**src/rtl/knn_vote_pkg.sv**
```systemverilog
// Shared constants and FSM encoding for the KNN majority-vote classifier.
package knn_vote_pkg;

    localparam int KNN_LABEL       = 8;
    localparam int KNN_N_NEIGHBOUR = 10;
    localparam int KNN_N_CLASS     = 16;
    localparam int KNN_VOTE_W      = $clog2(KNN_N_NEIGHBOUR + 1);

    typedef enum logic [1:0] {
        ST_IDLE  = 2'd0,
        ST_COUNT = 2'd1,
        ST_SCAN  = 2'd2,
        ST_DONE  = 2'd3
    } knn_state_e;

endpackage

```
**src/rtl/knn_vote_hist.sv**
```systemverilog
// Per-class vote histogram: one increment port, one combinational read port.
module knn_vote_hist
    import knn_vote_pkg::*;
#(
    parameter int N_CLASS = KNN_N_CLASS,
    parameter int VW      = KNN_VOTE_W,
    parameter int CW      = (N_CLASS > 1) ? $clog2(N_CLASS) : 1
) (
    input  logic          clk,
    input  logic          rst,
    input  logic          clear,
    input  logic          inc_en,
    input  logic [CW-1:0] inc_idx,
    input  logic [CW-1:0] rd_idx,
    output logic [VW-1:0] rd_data
);

    logic [VW-1:0] hist_q [N_CLASS];
    logic [VW-1:0] hist_d [N_CLASS];

    // Next-state of the counters: clear wins over increment.
    always_comb begin
        for (int i = 0; i < N_CLASS; i++) begin
            hist_d[i] = hist_q[i];
        end
        if (clear) begin
            for (int i = 0; i < N_CLASS; i++) begin
                hist_d[i] = '0;
            end
        end else if (inc_en) begin
            hist_d[inc_idx] = hist_q[inc_idx] + VW'(1);
        end
    end

    // Counter registers, zeroed by reset.
    always_ff @(posedge clk or negedge rst) begin
        if (!rst) begin
            for (int i = 0; i < N_CLASS; i++) begin
                hist_q[i] <= '0;
            end
        end else begin
            for (int i = 0; i < N_CLASS; i++) begin
                hist_q[i] <= hist_d[i];
            end
        end
    end

    assign rd_data = hist_q[rd_idx];

endmodule

```
**src/rtl/knn_vote.sv**
```systemverilog
// Majority-vote classifier: counts K neighbour labels, then scans for the
// most frequent class (lowest index wins ties).
//
// state | meaning
// IDLE  | waiting for start; last result held on outputs
// COUNT | one neighbour slot per cycle into the histogram
// SCAN  | one class per cycle, strict-greater argmax
// DONE  | publish result, pulse done, back to IDLE
module knn_vote
    import knn_vote_pkg::*;
#(
    parameter int LABEL       = KNN_LABEL,
    parameter int N_Neighbour = KNN_N_NEIGHBOUR,
    parameter int N_CLASS     = KNN_N_CLASS
) (
    input  logic                               clk,
    input  logic                               rst,
    input  logic                               start,
    input  logic [N_Neighbour*LABEL-1:0]       neighbour_info,
    input  logic [$clog2(N_Neighbour+1)-1:0]   n_valid,
    output logic                               busy,
    output logic                               done,
    output logic [LABEL-1:0]                   class_out,
    output logic [$clog2(N_Neighbour+1)-1:0]   votes,
    output logic                               err
);

    localparam int VW = $clog2(N_Neighbour + 1);
    localparam int CW = (N_CLASS > 1) ? $clog2(N_CLASS) : 1;

    knn_state_e                   state_q, state_d;
    logic [VW-1:0]                idx_q, idx_d;
    logic [CW-1:0]                cls_q, cls_d;
    logic [VW-1:0]                nv_q, nv_d;
    logic [N_Neighbour*LABEL-1:0] info_q, info_d;
    logic [VW-1:0]                best_cnt_q, best_cnt_d;
    logic [LABEL-1:0]             best_cls_q, best_cls_d;
    logic                         err_int_q, err_int_d;
    logic                         busy_q, busy_d;
    logic                         done_q, done_d;
    logic [LABEL-1:0]             class_out_q, class_out_d;
    logic [VW-1:0]                votes_q, votes_d;
    logic                         err_q, err_d;

    logic [LABEL-1:0] slot [N_Neighbour];
    logic [LABEL-1:0] cur_label;
    logic             label_legal;
    logic [VW-1:0]    nv_clamp;
    logic             hist_clear;
    logic             hist_inc;
    logic [VW-1:0]    hist_rd;

    // Unpack the latched label vector so the current slot can be indexed.
    always_comb begin
        for (int i = 0; i < N_Neighbour; i++) begin
            slot[i] = info_q[i*LABEL +: LABEL];
        end
    end

    assign cur_label   = slot[idx_q];
    assign label_legal = (32'(cur_label) < N_CLASS);
    assign nv_clamp    = (32'(n_valid) > N_Neighbour) ? VW'(N_Neighbour) : n_valid;

    knn_vote_hist #(
        .N_CLASS (N_CLASS),
        .VW      (VW),
        .CW      (CW)
    ) u_hist (
        .clk     (clk),
        .rst     (rst),
        .clear   (hist_clear),
        .inc_en  (hist_inc),
        .inc_idx (cur_label[CW-1:0]),
        .rd_idx  (cls_q),
        .rd_data (hist_rd)
    );

    // Sequencing, counting and argmax next-state logic.
    always_comb begin
        state_d     = state_q;
        idx_d       = idx_q;
        cls_d       = cls_q;
        nv_d        = nv_q;
        info_d      = info_q;
        best_cnt_d  = best_cnt_q;
        best_cls_d  = best_cls_q;
        err_int_d   = err_int_q;
        busy_d      = busy_q;
        done_d      = 1'b0;
        class_out_d = class_out_q;
        votes_d     = votes_q;
        err_d       = err_q;
        hist_clear  = 1'b0;
        hist_inc    = 1'b0;

        case (state_q)
            ST_IDLE: begin
                if (start) begin
                    info_d     = neighbour_info;
                    nv_d       = nv_clamp;
                    idx_d      = '0;
                    cls_d      = '0;
                    best_cnt_d = '0;
                    best_cls_d = '0;
                    err_int_d  = 1'b0;
                    hist_clear = 1'b1;
                    busy_d     = 1'b1;
                    state_d    = (nv_clamp == '0) ? ST_SCAN : ST_COUNT;
                end
            end
            ST_COUNT: begin
                if (label_legal) begin
                    hist_inc = 1'b1;
                end else begin
                    err_int_d = 1'b1;
                end
                if (idx_q == nv_q - VW'(1)) begin
                    state_d = ST_SCAN;
                end else begin
                    idx_d = idx_q + VW'(1);
                end
            end
            ST_SCAN: begin
                if (hist_rd > best_cnt_q) begin
                    best_cnt_d = hist_rd;
                    best_cls_d = LABEL'(cls_q);
                end
                if (cls_q == CW'(N_CLASS - 1)) begin
                    state_d = ST_DONE;
                end else begin
                    cls_d = cls_q + CW'(1);
                end
            end
            ST_DONE: begin
                class_out_d = best_cls_q;
                votes_d     = best_cnt_q;
                err_d       = err_int_q;
                done_d      = 1'b1;
                busy_d      = 1'b0;
                state_d     = ST_IDLE;
            end
            default: state_d = ST_IDLE;
        endcase
    end

    // All control and output registers; reset discards any partial result.
    always_ff @(posedge clk or negedge rst) begin
        if (!rst) begin
            state_q     <= ST_IDLE;
            idx_q       <= '0;
            cls_q       <= '0;
            nv_q        <= '0;
            info_q      <= '0;
            best_cnt_q  <= '0;
            best_cls_q  <= '0;
            err_int_q   <= 1'b0;
            busy_q      <= 1'b0;
            done_q      <= 1'b0;
            class_out_q <= '0;
            votes_q     <= '0;
            err_q       <= 1'b0;
        end else begin
            state_q     <= state_d;
            idx_q       <= idx_d;
            cls_q       <= cls_d;
            nv_q        <= nv_d;
            info_q      <= info_d;
            best_cnt_q  <= best_cnt_d;
            best_cls_q  <= best_cls_d;
            err_int_q   <= err_int_d;
            busy_q      <= busy_d;
            done_q      <= done_d;
            class_out_q <= class_out_d;
            votes_q     <= votes_d;
            err_q       <= err_d;
        end
    end

    assign busy      = busy_q;
    assign done      = done_q;
    assign class_out = class_out_q;
    assign votes     = votes_q;
    assign err       = err_q;

endmodule

```
**config.mk**
```make
export PLATFORM = sky130hd
export DESIGN_NAME = knn_vote
export DESIGN_NICKNAME = d
export VERILOG_FILES = /design/src/rtl/knn_vote_pkg.sv /design/src/rtl/knn_vote_hist.sv /design/src/rtl/knn_vote.sv
export SDC_FILE = /design/constraint.sdc
export NUM_CORES = 1
export LEC_CHECK = 0
export BUFFER_PORTS_ARGS = -buffer_cell sky130_fd_sc_hd__buf_4
export CAP_MARGIN = 20
export CORE_MARGIN = 5
export CORE_UTILIZATION = 45
export CTS_BUF_LIST = sky130_fd_sc_hd__clkbuf_16
export DETAILED_ROUTE_END_ITERATION = 6
export HOLD_SLACK_MARGIN = 0.08
export PLACE_DENSITY = 0.78
export SLEW_MARGIN = 10
export SYNTH_ARGS = -nofsm -noshare
export SYNTH_HDL_FRONTEND = slang
export SYNTH_SLANG_ARGS = --single-unit
```
**constraint.sdc**
```tcl
create_clock -name clk -period 3.65 [get_ports clk]
set_clock_uncertainty 0.15 [all_clocks]
set_input_delay 0.5475 -clock clk [delete_from_list [all_inputs] [get_ports clk]]
set_output_delay 0.5475 -clock clk [all_outputs]
set_load 0.005 [all_outputs]
```
-- Yosys cells after proc, flatten, opt, wreduce, memory -nomap -nowiden
Index checks and enable logic that the tools add are counted.
- flip-flop bits (word level): 186
- input port bits: 87
- output and inout bits: 15
- word-level logic and storage cells: 109
- bitwise operators: 3
- multiplexer cells: 40
- reduce and logical (&&, ||, !) cells: 14
- $add $sub $neg: 4
- $lt $le $gt $ge: 7
- eq/ne operators: 12
- operator list (kind ; number):
    $mux 64 ; 2
    $bwmux 64 ; 1
    $mux 4 ; 10
    $bmux 4 s4 ; 2
    $bmux 8 s4 ; 1
    $mux 8 ; 4
    $pmux 4 s2 ; 3
    $demux 4 s4 ; 1
    $pmux 8 s2 ; 1
    $ge 5x5->1 const B ; 3
    $not 4->5 ; 3
    $reduce_and 3->1 ; 5
    $ne 2x2->1 const B ; 7
    $add 4x1->4 const B ; 3
    $lt 8x5->1 const B ; 1
    $mux 1 ; 8
    $mux 2 ; 4
    $pmux 2 s4 ; 1
    $reduce_bool 2->1 ; 4
    $lt 5x1->1 const B ; 1
    $eq 2x2->1 const B ; 2
    $eq 4x4->1 ; 1
    $eq 4x4->1 const B ; 1
    $gt 4x4->1 ; 1
    8 further kinds ; 10

-- Logic depth before layout (Yosys ltp)
Gate-level depths: netlist (run 1).
- depth in word-level cells: 12
- gate-level depth with buffers: 19

-- By module
A second synthesis (run 1) with hierarchy kept.
- cells, all modules: 816
- area, all modules: 9574.2 um2
- modules (own cells, without submodules) (module ; area an instance (um2) ; seq. area each (um2) ; cells an instance ; instances):
    knn_vote ; 5536.6 ; 2852.7 ; 450 ; 1
    knn_vote_hist ; 4037.6 ; 1601.5 ; 366 ; 1

-- Worst setup path before layout (run 1)
OpenSTA, ideal clock, no wires.
- kind: register to register
- start point: register idx_q[0]
- end point: register u_hist.hist_q[1] (netlist bit)
- data arrival time: 3.598 ns
- stages on the path, launching flop included: 16
- period minus slack after synthesis: 3.826 ns
- path buffers: 5
- slack: -0.176 ns
- data required time: 3.422 ns
- path through: dfrtp_1 -> buf_6 -> mux4_2 -> nand2b_4 -> a21o_1 -> buf_6 -> a211oi_1 -> a311oi_1 -> nor4_4 -> clkbuf_1 -> inv_1 -> ha_1 -> buf_1 -> clkbuf_1 -> nand2_1 -> a21oi_1
- cells in the longest elaborated chain, start to end: 12
- elaborated cells between the ends (all ways): 21
- ends and longest elaborated chain (what ; RTL line ; source):
    start: declaration ; knn_vote.sv:32 ; logic [VW-1:0] idx_q, idx_d;
    start signal: assignment ; knn_vote.sv:164 ; idx_q <= idx_d;
    $not 4->5 (implied by the code) * ; knn_vote.sv:60 ; assign cur_label = slot[idx_q];
    $bmux 8 s4 * ; knn_vote.sv:60 ;
    $mux 8 (implied by the code) * (2 in a row) ; knn_vote.sv:60 ;
    $not 4->5 (implied by the code) ; knn_vote_hist.sv:31 ; hist_d[inc_idx] = hist_q[inc_idx] + VW'(1);
    $bmux 4 s4 (tied with other cells) ; knn_vote_hist.sv:31 ;
    $mux 4 (implied by the code) or $logic_and 1x1->1 (tied branches) ; knn_vote_hist.sv:31 ;
    $mux 4 (implied by the code) ; knn_vote_hist.sv:31 ;
    $add 4x1->4 or $demux 4 s4 (tied branches) ; knn_vote_hist.sv:31 ;
    $bwmux 64 ; knn_vote_hist.sv:31 ;
    $mux 64 ; knn_vote_hist.sv:30 ; end else if (inc_en) begin
    $mux 64 ; knn_vote_hist.sv:26 ; if (clear) begin
    end signal: indexed assignment ; knn_vote_hist.sv:43 ; hist_q[i] <= hist_d[i];
    end: declaration ; knn_vote_hist.sv:18 ; logic [VW-1:0] hist_q [N_CLASS];
Every way passes the cells marked *; elsewhere a longest branch is shown, timed or not. The select of a mux whose other input is x is not followed.
A chain may end at the register's enable or synchronous reset.

-- Worst setup path after layout (run 1)
- start point: register idx_q[0]
- end point: register u_hist.hist_q[46] (netlist bit)
The elaborated chain is that of the path after synthesis.

==> results.md, run 1 <==
- Global-route congestion overflow total: 0
- Crit path cell chain: buf_6 > mux4_1 > mux2i_1 > o22a_1 > nand2b_1 > buf_4 > a21oi_1 > a22oi_1 > nand2_1 > xnor2_2 > buf_4 > o22ai_1
- Area Overhead vs Synth: 19.00%
- Max-cap violations: 0
- CTS root buffer: clkbuf_16
- H-tree Lvls: 4
- DR WL/cell: 17.54 um
- Slew HR: 50.97%
- Unrepaired setup endpoints after global routing: false
- Most numerous cell on the critical path: buf_4
- Sequential area share after synthesis: 48.10%
- Number of antenna violations at the first check in global routing: 0
- Asr flop ratio synth: 100.0%
- Core area: 20230 um2
- Gr usage total: 21.14%
- EDFF count, synth: 0
- Final worst-path cycle share: 96.04%
- Net count reported at finish: 1232
- Final ANT Viol Nets: 0
- Share of layout cells above drive strength 1: 19.13%
- Site row count: 52
- Die Area: 23550 um2
- Total number of vias: 8080
- Reg2reg end: u_hist.hist_q[46]$_DFFE_PN0P_
- Die X-Extent: 153.5 um
- Vias per cell: 5.710
- Req. time, crit path: 3.80 ns
- CP peak stage delay: 0.58 ns
- Routability cong.: 0.9556
- Syn avg cell area: 8.829 um2
- Setup TNS: 0 ns
- Final Hold Viols: 0
- Maximum clock frequency: 285.3 MHz
- Worst-path clk slew: 0.07 ns
- Worst-Skew Late Latency: 0.45 ns
- Netlist Area Pre-Place: 9261 um2
- Initial core utilization: 45.77%
- Longest Clk Path Bufs: 2
- FF-to-FF Start: idx_q[0]$_DFFE_PN0P_
- Number of port buffers: 97
- Vias in the first global route: 7983
- Min cycle time layout: 3.506 ns
- Final setup fails: 0
- Die Ht: 153.5 um
- Top Ports: 102
- Aggregate routed wire length: 24820 um
- Leak: 5.134 nW
- CTS tree: done
- First-pass GRT wire length: 40840 um
- Final hold slack: 0.1361 ns
- Post-DP HPWL: 16890 um
- Hold path start: neighbour_info[61]
- Initial DRT Pass Iterations: 7
- Fin. max-slew vios: 0
- R2R depth: 12
- #FFs+latches synth: 178
- Slowest-stage cell, CP: mux4_1
- Fin cells: 1415
- Clk sinks: 178
- Endpoint class of the critical path: flip-flop
- Worst slew pin tran: 0.7354 ns
- Crit start category: flip-flop
- Placed cells: 1379
- Pin count of the biggest net entering global routing: 84
- Register-to-Register Setup Slack: 0.14 ns
- PwrDens: 1031 nW/um2
- CP arrival: 3.65 ns
- WS Path Type: flip-flop to flip-flop
- N_diodes: 0
- Min-delay worst type: primary input to flip-flop
- Detailed-route DRC error count: 0
- CTS buffer count: 17
- Hold Path Depth: 3
- Ys flop type: dfrtp_1
- Peak supply drop: 0.0006863 V
- Outcome: finished, final reports clean
- DRT iter0 DRCs: 677
- Syn Inst Count: 1049
- Distinct cells, synth: 57
- Critical path peak fanout: 16
- WHS Endpoint: info_q[61]$_DFFE_PN0P_
- Yosys warnings: 0
## Yosys cell counts, types with 6 or more instances
cell,n,share of area [%]
buf_4,7,0.57
a311oi_1,8,0.76
mux2i_1,34,3.7
a21oi_2,11,1.0
a21oi_1,69,3.7
a211oi_1,10,0.81
dfrtp_1,178,48
nor4_1,8,0.54
mux2_2,9,1.1
clkbuf_1,54,2.2
ha_1,13,1.8
nand3_1,12,0.65
and3_1,6,0.41
nand2_1,374,15
nand2b_1,8,0.54
inv_1,23,0.93
o22ai_1,16,1.1
o21ai_0,77,4.2
nor3_1,6,0.32
a22oi_1,7,0.57
mux4_2,12,2.9
nor2_1,29,1.2
a221oi_1,9,0.85
## per-layer routing
layer  part of all wire (%)  global-route usage, %
met2                     47                  32.84
met3                    7.8                  4.467
met4                    2.7                  8.032
met1                     43                  29.31
met5                      0                      0
## worst max path at each step
| stage | from | end | slack [ns] |
|---|---|---|---|
| 2_1_floorplan | idx_q[0]$_DFFE_PN0P_ | u_hist.hist_q[14]$_DFFE_PN0P_ | 0.03 |
| 3_3_place_gp | idx_q[0]$_DFFE_PN0P_ | u_hist.hist_q[1]$_DFFE_PN0P_ | 0.18 |
| 3_5_place_dp | idx_q[0]$_DFFE_PN0P_ | u_hist.hist_q[59]$_DFFE_PN0P_ | 0.05 |
| 4_1_cts | idx_q[0]$_DFFE_PN0P_ | u_hist.hist_q[59]$_DFFE_PN0P_ | 0.01 |
| 5_1_grt | idx_q[0]$_DFFE_PN0P_ | u_hist.hist_q[49]$_DFFE_PN0P_ | 0.02 |
| 6_report | idx_q[0]$_DFFE_PN0P_ | u_hist.hist_q[46]$_DFFE_PN0P_ | 0.14 |
## per-stage QoR
step	instance area, um2	setup WS (ns)	utilization, %	total power, mW
floorplan	9288	0.02951	-	7.387
global placement	10310	0.1777	50.97	8.866
detailed placement	10310	0.04813	50.97	9.038
CTS	10930	0.01424	54.01	11.05
global route	11020	0.02373	54.46	12.13
finish	11020	0.1444	54.46	11.36
## cell type report
cell class	instances	area, um2
clock buffer	17	425.4
clock inverter	15	170.2
fill	1751	9214
inverter	24	90.09
multi-input combinational	776	4449
sequential	178	4458
tap	270	337.8
timing repair buffer	135	1090
## flip-flops by register name, indices dropped and copies added (netlist names)
| signal | cells |
|---|---|
| best_cls_q | 4 |
| best_cnt_q | 4 |
| busy | 1 |
| class_out | 4 |
| cls_q | 4 |
| done | 1 |
| err | 1 |
| err_int_q | 1 |
| idx_q | 4 |
| info_q | 80 |
| nv_q | 4 |
| state_q | 2 |
| u_hist.hist_q | 64 |
| votes | 4 |
## repair_timing
action / CTS / global route
setup endpoints to repair: 13 / 56
pin swaps: 0 / 3
endpoints found under the hold margin: 73 / 0
buffers inserted: 0 / 3
cloned: 0 / 0
gates resized for setup: 2 / 16
hold buffers: 1 / 0
## cell usage in the layout (no fill, tap or decap), types with 4 or more instances in the layout
| cell | count |
|---|---|
| nand2_1 | 373 |
| dfrtp_1 | 175 |
| buf_4 | 126 |
| o21ai_0 | 77 |
| a21oi_1 | 69 |
| mux2i_1 | 34 |
| nor2_1 | 28 |
| inv_1 | 23 |
| clkbuf_16 | 17 |
| o22ai_1 | 16 |
| mux4_2 | 12 |
| nand3_1 | 12 |
| ha_1 | 12 |
| a211oi_1 | 10 |
| a21oi_2 | 10 |
| a221oi_1 | 9 |
| mux2_2 | 9 |
| nand2b_1 | 7 |
| nor4_1 | 7 |
| a22oi_1 | 7 |
| nor3_1 | 6 |
| and3_1 | 6 |
| buf_12 | 5 |
| nor2b_1 | 4 |
| a311oi_2 | 4 |
| or3_1 | 4 |
| xor2_1 | 4 |
| nand4_1 | 4 |
| a311oi_1 | 4 |
| conb_1 | 4 |
| inv_8 | 4 |
| inv_6 | 4 |
## critical path, delay by kind of cell (launching register included)
kind                      cells  cell delay, ns
buffers and inverters         3            0.63
and+or+nand+nor               2            0.43
muxes                         2            0.75
xor gates and xnor gates      1            0.17
DFF                           1            0.45
AOI/OAI and AO/OA             4            0.76
## power breakdown
| group | internal [mW] | switching, mW |
|---|---|---|
| clock network | 1.03 | 0.844 |
| logic | 2.50 | 3.74 |
| registers | 2.72 | 0.538 |
## cell families after synthesis
family	count (synthesis)	share of synthesized area (%)
adder cells (fa/ha/maj)	13	1.756
multiplexers	58	8.538
AO/OA/AOI/OAI	227	15.16
AND/OR/NAND/NOR	466	20.67
other	1	0.04049
XOR/XNOR	8	0.9188
buffers and inverters	98	4.823
flip-flops	178	48.10
No activity file was read; power rests on OpenSTA's default activity.
==> inputs of run 2 (changes only) <==
--- a/config.mk
+++ b/config.mk
@@ -7,12 +7,14 @@
 export LEC_CHECK = 0
 export BUFFER_PORTS_ARGS = -buffer_cell sky130_fd_sc_hd__buf_4
 export CAP_MARGIN = 20
+export CELL_PAD_IN_SITES_DETAIL_PLACEMENT = 1
+export CELL_PAD_IN_SITES_GLOBAL_PLACEMENT = 1
 export CORE_MARGIN = 5
-export CORE_UTILIZATION = 45
+export CORE_UTILIZATION = 41
 export CTS_BUF_LIST = sky130_fd_sc_hd__clkbuf_16
 export DETAILED_ROUTE_END_ITERATION = 6
 export HOLD_SLACK_MARGIN = 0.08
-export PLACE_DENSITY = 0.78
+export PLACE_DENSITY = 0.89
 export SLEW_MARGIN = 10
 export SYNTH_ARGS = -nofsm -noshare
 export SYNTH_HDL_FRONTEND = slang
==> run 2 against run 1 <==
  * Critical path depth unchanged
  * Global-route usage up 1.6 points
  * Largest power group unchanged
  * Die area up 9.1%
  * Combinational power up 7.2%
  * Sequential power up 1%
  * Highest routed layer unchanged
  * Largest cell class unchanged
  * Power up 3.6%
  * Flip-flop and latch count unchanged
  * Maximum frequency down 1.7%
==> results.md, run 2 (synthesis results as in run 1) <==
- DR WL/cell: 20.22 um (was 17.54 um)
- Final worst-path cycle share: 97.69% (was 96.04%)
- Total power: 11.78 mW (was 11.36 mW)
- N_diodes: 0 (unchanged)
- Final setup fails: 0 (unchanged)
- Top Registers: info_q: 80 flops, u_hist.hist_q: 64 flops (unchanged)
- Commonest cells after routing, fill and taps aside: nand2_1 (373), dfrtp_1 (177), buf_4 (139) (was nand2_1 (373), dfrtp_1 (175), buf_4 (126))
- CTS tree: done (unchanged)
- Number of antenna violations at the first check in global routing: 0 (unchanged)
- Unrepaired setup endpoints after global routing: true (was false)
- Fin. max-slew vios: 0 (unchanged)
- DRT iter0 DRCs: 580 (was 677)
- Worst slew pin tran: 0.7264 ns (was 0.7354 ns)
- Max FFs per register: 80 (unchanged)
- Min cycle time layout: 3.566 ns (was 3.506 ns)
- Slew HR: 51.58% (was 50.97%)
- Maximum clock frequency: 280.5 MHz (was 285.3 MHz)
- PwrDens: 1061 nW/um2 (was 1031 nW/um2)
- Vias in the first global route: 8954 (was 7983)
- Net count reported at finish: 1246 (was 1232)
- Cell Area, Placed: 10460 um2 (was 10310 um2)
- CTS root buffer: clkbuf_16 (unchanged)
- Core area: 22430 um2 (was 20230 um2)
- WS Path Type: flip-flop to flip-flop (unchanged)
- Number of port buffers: 97 (unchanged)
- Routability cong.: 0.8668 (was 0.9556)
- Final ANT Viol Nets: 0 (unchanged)
- Die X-Extent: 160.3 um (was 153.5 um)
- Outcome: finished, final reports clean (unchanged)
- Req. time, crit path: 3.80 ns (about the same)
- Max-cap violations: 0 (unchanged)
- Area Overhead vs Synth: 19.83% (was 19.00%)
- Crit start category: flip-flop (unchanged)
- Leak: 5.192 nW (was 5.134 nW)
- Die Ht: 160.3 um (was 153.5 um)
- Share of layout cells above drive strength 1: 19.59% (was 19.13%)
- Min-delay worst type: primary input to flip-flop (unchanged)
- Fillers: 2613 (was 1751)
- Final Hold Viols: 0 (unchanged)
- Peak supply drop: 0.0007375 V (was 0.0006863 V)
- Setup TNS: 0 ns (unchanged)
- Critical path peak fanout: 17 (was 16)
- Longest Clk Path Bufs: 2 (unchanged)
- Aggregate routed wire length: 29200 um (was 24820 um)
- First-pass GRT wire length: 47190 um (was 40840 um)
- Top Ports: 102 (unchanged)
- Die Area: 25690 um2 (was 23550 um2)
- Endpoint class of the critical path: flip-flop (unchanged)
- Gr usage total: 22.74% (was 21.14%)
- Detailed-route DRC error count: 0 (unchanged)
- Vias per cell: 5.763 (was 5.710)
- Storage element area: 4456 um2 (was 4458 um2)
- Initial DRT Pass Iterations: 6 (was 7)
- Most flops, register: info_q (unchanged)
- Total number of vias: 8322 (was 8080)
- Global-route congestion overflow total: 0 (unchanged)
- Multi-input logic area: 4412 um2 (was 4449 um2)
- Site row count: 55 (was 52)
- Clk sinks: 178 (unchanged)
- Design area: 11100 um2 (was 11020 um2)
- H-tree Lvls: 4 (unchanged)
- Pin count of the biggest net entering global routing: 75 (was 84)
- Initial core utilization: 41.28% (was 45.77%)
- Commonest non-fill, non-tap cell in the layout: nand2_1 (unchanged)
- Worst-path clk slew: 0.08 ns (was 0.07 ns)
- Worst-Skew Late Latency: 0.45 ns (about the same)
- Post-DP HPWL: 19790 um (was 16890 um)
- CTS buffer count: 17 (unchanged)
- CP arrival: 3.72 ns (was 3.65 ns)
==> run 2: cell types whose count changed in the layout (fill, tap and decap cells not counted), sizes merged <==
cell / delta
clkinv: +1
bufinv: -2
buf: +14
clkinvlp: +1
==> run 2: path summary, 6_finish.rpt <==
kind                                        from                       endpoint  slack [ns]  cells after the start
setup / recovery            idx_q[0]$_DFFE_PN0P_  u_hist.hist_q[58]$_DFFE_PN0P_        0.08                     12
hold / removal                neighbour_info[44]         info_q[44]$_DFFE_PN0P_        0.14                      3
setup reg to reg            idx_q[0]$_DFFE_PN0P_  u_hist.hist_q[58]$_DFFE_PN0P_        0.08                     12
hold reg to reg            info_q[5]$_DFFE_PN0P_          info_q[5]$_DFFE_PN0P_        0.33                      2
max in group asynchronous                    rst          info_q[2]$_DFFE_PN0P_        2.01                      3
min in group asynchronous                    rst  u_hist.hist_q[30]$_DFFE_PN0P_        0.49                      2
==> run 2: timing repair <==
| item | CTS | global route |
|---|---|---|
| hold buffers | 1 | 0 |
| endpoints found under the setup margin | 44 | 56 |
| buffers inserted | 0 | 4 |
| cloned | 0 | 0 |
| hold endpoints to repair | 48 | 0 |
| gates resized for setup | 2 | 6 |
==> run 2: area by class of cell <==
type / instances / share of cell area [%]
timing repair buffer: 149 / 10.96
clock inverter: 15 / 1.285
tap: 285 / 3.213
clock buffer: 17 / 3.833
sequential: 178 / 40.15
multi-input combinational: 776 / 39.75
inverter: 24 / 0.8117
==> run 2: stage by stage <==
stage	hold slack (ns)	instances	setup slack (ns)	util, %
global route	0.1229	1444	-0.07304	49.47
CTS	0.1223	1440	0.02501	49.20
global placement	0.3022	1407	0.05829	46.60
floorplan	0.1019	1052	0.02951	-
finish	0.1352	1444	0.08437	49.47
detailed placement	0.3096	1407	-0.09754	46.60
==> run 2: routing by layer <==
layer | vias up | GRT usage [%] | wire, um
met5 | - | 0 | 0
met1 | 4239 | 28.66 | 12350
met4 | 0 | 9.190 | 854
met2 | 269 | 39.02 | 14620
met3 | 53 | 3.900 | 1371
li1 | 3761 | - | -
==> run 2: power breakdown <==
| part | internal (mW) | total, mW | switching (mW) |
|---|---|---|---|
| combinational | 2.69 | 6.68 | 3.98 |
| sequential | 2.71 | 3.29 | 0.575 |
| clock | 0.906 | 1.81 | 0.904 |
| total | 6.31 | 11.8 | 5.46 |
==> run 2: worst max-delay path, cell delays in order, from the launching register on <==
cell and delay [ns]:
dfrtp_2 0.48, mux4_1 0.57, nor2b_1 0.22, o22ai_2 0.21, buf_12 0.21, a21oi_1 0.21
a221oi_1 0.15, nor4_2 0.37, inv_1 0.13, ha_4 0.19, xnor2_2 0.23, buf_12 0.18
o22ai_1 0.09
